`src/rtl/fetch_unit.sv`:
```
// fetch_unit: single-outstanding instruction fetch sequencer.
// It requests one 9-bit instruction at a time from instruction memory and
// latches it into instr_out/pc_out. It strobes ir_we for one cycle and then
// holds the instruction until the core advances or redirects. A fetch that
// waits too long for imem_ready parks the unit in a sticky error state that
// only rst leaves.
module fetch_unit #(
    parameter int RESET_PC = 0,
    parameter int PC_W     = 8,
    parameter int TIMEOUT  = 15
) (
    input  logic            clk,
    input  logic            rst,
    output logic            imem_req,
    output logic [PC_W-1:0] imem_addr,
    input  logic [8:0]      imem_rdata,
    input  logic            imem_ready,
    input  logic            advance,
    input  logic            branch_valid,
    input  logic [PC_W-1:0] branch_target,
    output logic            ir_we,
    output logic [8:0]      instr_out,
    output logic [PC_W-1:0] pc_out,
    output logic            fetch_err
);

    // The wait counter must be able to hold TIMEOUT itself, because it saturates there.
    localparam int WCNT_W = (TIMEOUT < 1) ? 1 : $clog2(TIMEOUT + 1);

    localparam logic [PC_W-1:0]   RST_PC  = PC_W'(RESET_PC);
    localparam logic [WCNT_W-1:0] TO_MAX  = WCNT_W'(TIMEOUT);
    // The last stall cycle is the one where the counter already shows TIMEOUT-1.
    // Its increment makes the count TIMEOUT, so the state moves to ERR on the same edge.
    localparam logic [WCNT_W-1:0] TO_LAST = (TIMEOUT < 1) ? '0 : WCNT_W'(TIMEOUT - 1);

    typedef enum logic [2:0] {
        IDLE    = 3'd0,
        FETCH   = 3'd1,
        DELIVER = 3'd2,
        HOLD    = 3'd3,
        ERR     = 3'd4
    } state_t;

    state_t state;
    state_t state_nxt;

    logic [PC_W-1:0]   pc;
    logic [PC_W-1:0]   pc_nxt;
    logic [WCNT_W-1:0] wait_cnt;

    // Side effects that the next-state logic requests from the datapath registers.
    logic capture;
    logic cnt_clr;
    logic cnt_inc;
    logic err_set;

    // Saturating increment for the stall counter.
    function automatic logic [WCNT_W-1:0] sat_inc(input logic [WCNT_W-1:0] v);
        if (v >= TO_MAX) begin
            return TO_MAX;
        end
        return v + 1'b1;
    endfunction

    // The address bus always shows pc. The bus has meaning only while imem_req is high.
    assign imem_addr = pc;

    // State register.
    always_ff @(posedge clk) begin
        if (rst) begin
            state <= IDLE;
        end else begin
            state <= state_nxt;
        end
    end

    // Next-state logic, memory and IR strobes, and datapath update requests.
    always_comb begin
        state_nxt = state;
        pc_nxt    = pc;
        capture   = 1'b0;
        cnt_clr   = 1'b0;
        cnt_inc   = 1'b0;
        err_set   = 1'b0;
        imem_req  = 1'b0;
        ir_we     = 1'b0;

        case (state)
            IDLE: begin
                state_nxt = FETCH;
                cnt_clr   = 1'b1;
            end

            FETCH: begin
                imem_req = 1'b1;
                if (branch_valid) begin
                    // A redirect discards any response in the same cycle.
                    // The fetch then restarts at the target with a fresh stall count.
                    pc_nxt  = branch_target;
                    cnt_clr = 1'b1;
                end else if (imem_ready) begin
                    capture   = 1'b1;
                    state_nxt = DELIVER;
                end else begin
                    cnt_inc = 1'b1;
                    if (wait_cnt >= TO_LAST) begin
                        state_nxt = ERR;
                        err_set   = 1'b1;
                    end
                end
            end

            DELIVER: begin
                ir_we = 1'b1;
                if (branch_valid) begin
                    pc_nxt    = branch_target;
                    cnt_clr   = 1'b1;
                    state_nxt = FETCH;
                end else begin
                    state_nxt = HOLD;
                end
            end

            HOLD: begin
                // A redirect wins over a same-cycle advance.
                if (branch_valid) begin
                    pc_nxt    = branch_target;
                    cnt_clr   = 1'b1;
                    state_nxt = FETCH;
                end else if (advance) begin
                    pc_nxt    = pc + 1'b1;
                    cnt_clr   = 1'b1;
                    state_nxt = FETCH;
                end
            end

            ERR: begin
                state_nxt = ERR;
            end

            default: begin
                state_nxt = IDLE;
            end
        endcase
    end

    // Program counter.
    always_ff @(posedge clk) begin
        if (rst) begin
            pc <= RST_PC;
        end else begin
            pc <= pc_nxt;
        end
    end

    // Fetch stall counter: it is cleared whenever FETCH is entered and saturates at TIMEOUT.
    always_ff @(posedge clk) begin
        if (rst) begin
            wait_cnt <= '0;
        end else if (cnt_clr) begin
            wait_cnt <= '0;
        end else if (cnt_inc) begin
            wait_cnt <= sat_inc(wait_cnt);
        end
    end

    // Instruction register and the address that goes with it.
    // These registers hold their value through DELIVER and HOLD.
    always_ff @(posedge clk) begin
        if (rst) begin
            instr_out <= '0;
            pc_out    <= RST_PC;
        end else if (capture) begin
            instr_out <= imem_rdata;
            pc_out    <= pc;
        end
    end

    // Sticky timeout flag.
    always_ff @(posedge clk) begin
        if (rst) begin
            fetch_err <= 1'b0;
        end else if (err_set) begin
            fetch_err <= 1'b1;
        end
    end

endmodule
```
`config.mk`:
```
export PLATFORM = sky130hd
export DESIGN_NAME = fetch_unit
export DESIGN_NICKNAME = d
export VERILOG_FILES = /design/src/rtl/fetch_unit.sv
export SDC_FILE = /design/constraint.sdc
export NUM_CORES = 1
export LEC_CHECK = 0
export BUFFER_PORTS_ARGS = -buffer_cell sky130_fd_sc_hd__buf_2
export CAP_MARGIN = 20
export CORE_MARGIN = 2
export CORE_UTILIZATION = 40
export CTS_CLUSTER_SIZE = 25
export DETAILED_ROUTE_END_ITERATION = 7
export PLACE_DENSITY_LB_ADDON = 0.15
export SLEW_MARGIN = 15
export SYNTH_ARGS = -nofsm -noshare
export SYNTH_HDL_FRONTEND = slang
export SYNTH_SLANG_ARGS = --single-unit
export TNS_END_PERCENT = 10
```
`constraint.sdc`:
```
create_clock -name clk -period 3.9 [get_ports clk]
set_input_delay 0.585 -clock clk [delete_from_list [all_inputs] [get_ports clk]]
set_output_delay 0.585 -clock clk [all_outputs]
set_load 0.05 [all_outputs]
```
== Yosys cells after proc, flatten, opt, wreduce, memory -nomap -nowiden ==
Cells that the tools add are included.

* Bits in registers: 33
* Memories: 0
* Bits in read-only memories: 0
* Latch bits: 0
* Output and inout port bits: 28
* Input port bits: 22
* RAM bits: 0
* Word-level logic and storage cells: 57

* $mul: 0
* Muxes and demuxes: 33
* Equality and inequality tests: 8
* Bitwise operators: 0
* Reduce and logical (&&, ||, !) cells: 6
* Divide/modulo/power cells: 0
* Magnitude comparators: 2
* Shift operators: 0
* Add/subtract/negate cells: 2

{| class="wikitable"
|+ Operator list
! kind !! count
|-
| 8-bit 2-to-1 mux || 3
|-
| 1-bit 2-to-1 mux || 19
|-
| 8-bit one-hot mux with 2 select lines || 1
|-
| 3-bit 2-to-1 mux || 5
|-
| 3-bit one-hot mux with 5 select lines || 1
|-
| 8-bit by 1-bit adder with 8-bit output, second input constant || 1
|-
| 4-bit >= comparator, second input constant || 2
|-
| 4-bit 2-to-1 mux || 2
|-
| 3-bit by 2-bit == test with 1-bit output, second input constant || 2
|-
| 3-bit != test, second input constant || 2
|-
| 3-bit AND reduction || 2
|-
| 4-bit by 1-bit adder with 4-bit output, second input constant || 1
|-
| 2-bit OR reduction || 2
|-
| 3-bit by 1-bit == test with 1-bit output, second input constant || 1
|-
| 3-bit == test, second input constant || 1
|-
| 3-bit logical NOT || 1
|-
| 1-bit one-hot mux with 3 select lines || 1
|-
| 2-bit 2-to-1 mux || 1
|-
| 2-bit by 1-bit != test with 1-bit output, second input constant || 1
|-
| 2-bit != test, second input constant || 1
|-
| 2-bit nonzero test || 1
|}

== Logic depth before layout (Yosys ltp) ==
* Depth after elaboration: 7
* Gate-level depth with buffers: 7
* Depth with buffers taken out: 6

== Worst setup path before layout ==
OpenSTA, ideal clock, no wires.

* Kind: register -> output
* From: register state[0]
* To: output port ir_we
* Stages on the path, launching flop included: 3
* Slack: 1.704 ns
* Path buffers: 1
* Data required time: 3.315 ns
* Arrival: 1.611 ns
* Path through: dfxtp_1 -> clkbuf_2 -> nor3b_1

* Cells in the longest elaborated chain, start to end: 2

{| class="wikitable"
|+ RTL lines
! item !! RTL line !! text
|-
| from (decl) || 44 || <nowiki>state_t state;</nowiki>
|-
| from (signal assigned) || 73 || <nowiki>state <= state_nxt;</nowiki>
|-
| 3-bit by 2-bit == test with 1-bit output || 88 || <nowiki>case (state)</nowiki>
|-
| 1-bit 2-to-1 mux || 88 ||
|-
| to (decl) || 21 || <nowiki>output logic ir_we,</nowiki>
|}

Every way passes these cells.

== Worst setup path after layout ==
* From: register state[0]
* To: output port imem_req

* Cells in the longest elaborated chain, start to end: 2

{| class="wikitable"
|+ RTL lines
! item !! RTL line !! text
|-
| 3-bit by 1-bit == test with 1-bit output || 88 ||
|-
| 1-bit 2-to-1 mux || 88 ||
|-
| to (decl) || 14 || <nowiki>output logic imem_req,</nowiki>
|}

Every way passes these cells.

==> metrics.txt <==
PortBufs=49; GP Congestion=0.789; RSZ-0062 raised after global routing=no; hpwl dp=2430 um; gr usage total=0.175; drt pass-1 iters=4; layout cells sized above 1=0.271; hold buffer count at CTS=0; Worst R2R Path Depth=4; register bit total from synthesis=33; Slew HR=0.605; Tcrit/Tclk final=0.500; setup TNS=0 ps; crit-path max cell delay=480 ps; Worst Setup Start Kind=flop; critical-path cell list=nand2b_1 -> nor2_1 -> buf_2; Placed Area=1770 um^2; DR WL met2=1640 um; FF-to-FF Start=state[2]$_SDFFE_PP0P_; fmax=0.513 GHz; Die Y=65.3 um; Remaining Overflow, GRT=0; CTS Buf Count=5; vias per cell=5.12; First DRT Iteration DRCs=84; Setup violations, final=0; Final Slew Violations=0; diode count=0; top layer in use=met4; Seq/Total Area, Yosys=0.439; power per cell area=444 nW/um^2; met3 WL=194 um; DRC=0; Final Skew=5.59 ps; status=finished, final reports clean; leakage power=0.000797 uW; Final ANT Viol Nets=0; CTS tree=yes; CTS resizes=0; hold endpoint=pc_out[3]$_SDFFE_PP0P_; Critical Path Slowest Stage Cell=dfxtp_1; Final Critical Period=1950 ps; initial antenna violation count=0; flop2flop setup slack=2110 ps; Worst EP required=3310 ps; vias in the first global route=1,276; via count=1,454; I/O pins=50; root buffer cell=clkbuf_8; CP Class=flop to output port; Synthesis Warnings=0; Die Footprint=4270 um^2; H-tree depth=2; clk_lat worst skew=280 ps; Post-Route WL=3430 um; first-pass GRT wire length=5720 um; Worst Setup End Kind=output port; clock sinks=33; clock-pin slew on the worst setup and hold paths=70 ps; post-route cell area=1900 um^2; mean post-synth cell area=8.01 um^2; Routed met1 length=1560 um; DR WL/cell=12.1 um; die width=65.3 um; Max VDD drop=0.343 mV; postcts setup bufs=0; Rows=22; Synth Instances=188; Initial Util=0.414; Syn Nets=213; max cap viols=0; largest net degree at the start of global routing=33; Unique masters post-synth=40; Syn Std Cell Area=1510 um^2; CTS max path bufs=2; worst min path class=flop to flop; Final Hold Viols=0; Hold Startpoint=pc_out[3]$_SDFFE_PP0P_; Worst-Margin Slew=593 ps; hold depth=2; peak fanout along the critical path=9; Crit Reg-Reg Endpoint=imem_addr[5]$_SDFFE_PP0P_; Area growth syn-to-layout=26.4%; Placeable Area=3630 um^2; Arrival @ worst endpoint=1360 ps; nets=260
cell usage after synthesis:
cell	number	area, um^2
nor3_4	1	16.3
nor3_1	7	35.0
a211o_1	2	17.5
nand2b_1	3	18.8
nor2_1	11	41.3
dfxtp_1	33	661
or2_2	1	6.26
ha_1	3	37.5
nor3b_1	2	15.0
and2_1	1	6.26
nand2_1	42	158
a21o_1	1	7.51
a211oi_1	1	7.51
o21ai_1	1	5.00
mux2i_1	1	10.0
nor4_2	1	12.5
nand4bb_2	1	16.3
nand3_2	1	10.0
buf_4	1	7.51
clkbuf_1	4	15.0
a21oi_1	30	150
o32ai_1	2	17.5
buf_2	3	15.0
o31ai_1	1	7.51
nor2b_1	1	6.26
clkbuf_2	1	5.00
o211a_1	1	10.0
o21ai_0	7	35.0
a22oi_1	1	7.51
and4bb_2	1	12.5
and3_1	2	12.5
a21oi_2	1	8.76
nor4_1	2	12.5
a311oi_1	3	26.3
and4b_1	1	10.0
and2b_1	1	7.51
nand4_1	1	6.26
nand3_1	5	25.0
inv_1	5	18.8
or4_1	1	7.51
worst max path at each step:
stage          slack, ps  cells after the start                   from                         to
2_1_floorplan       1700                      2  state[0]$_SDFFE_PP0P_                      ir_we
5_1_grt             1830                      3  state[0]$_SDFFE_PP0P_                   imem_req
6_report            1950                      3  state[0]$_SDFFE_PP0P_                   imem_req
4_1_cts             1940                      3  state[0]$_SDFFE_PP0P_                   imem_req
3_3_place_gp        1850                      5           branch_valid  imem_addr[5]$_SDFFE_PP0P_
3_5_place_dp        1820                      5           branch_valid  imem_addr[5]$_SDFFE_PP0P_
state kept, by name, indices dropped and copies added (netlist names):
name and cells:
fetch_err 1, imem_addr 8, instr_out 9, pc_out 8
state 3, wait_cnt 4
per-stage QoR:
stage	hold slack (ps)	power (uW)	util	instances	worst slack [ps]
4_1_cts	453	857	0.523	284	1940
2_1_floorplan	504	442	-	188	1700
6_report	450	844	0.523	284	1950
3_5_place_dp	444	474	0.487	276	1820
3_3_place_gp	441	473	0.487	276	1850
5_1_grt	469	880	0.523	284	1830
placed cells by master (no fill, tap or decap), drive strengths merged, types with 2 or more instances in the layout:
cell type  count
nor3           8
inv            5
nor3b          2
bufinv         2
buf           49
ha             3
a311oi         3
o32ai          2
clkbuf         5
nor4           3
nand3          6
a21oi         31
dfxtp         33
nand2         42
nor2          11
o21ai          8
nand2b         3
and3           2
a211o          2
critical path: cells and delay by family, from the launching register on:
family / cells / cell delay [ps]
flip-flops: 1 / 480
AND/OR/NAND/NOR: 2 / 330
buffers and inverters: 1 / 270
metal layers:
layer,track usage,vias to the layer above
met5,0,-
met4,0.0781,0
met3,0.0445,4
met2,0.292,38
met1,0.211,657
li1,-,755
layout make-up:
class | count | area [um^2]
clock buffer | 5 | 68.8
clock inverter | 3 | 65.1
fill | 375 | 1730
inverter | 5 | 18.8
multi-input combinational | 141 | 783
sequential | 33 | 661
tap | 48 | 60.1
timing repair buffer | 49 | 245
cells by family (layout without fill, tap and decap cells):
logic type | after synthesis | in the layout | share of synthesized area
and+or+nand+nor | 86 | 86 | 0.289
buffers and inverters | 14 | 62 | 0.0407
muxes | 1 | 1 | 0.00665
DFF | 33 | 33 | 0.439
adders and majority gates | 3 | 3 | 0.0249
AOI/OAI and AO/OA | 51 | 51 | 0.200
power by group:
group          switching [uW]  leakage (uW)  total [uW]  internal, uW
clock                     125     0.0000681         378           254
combinational            74.5      0.000461         105          30.4
sequential               12.2      0.000268         360           348
total                     211      0.000797         844           632
(Power assumes the default switching activity.)
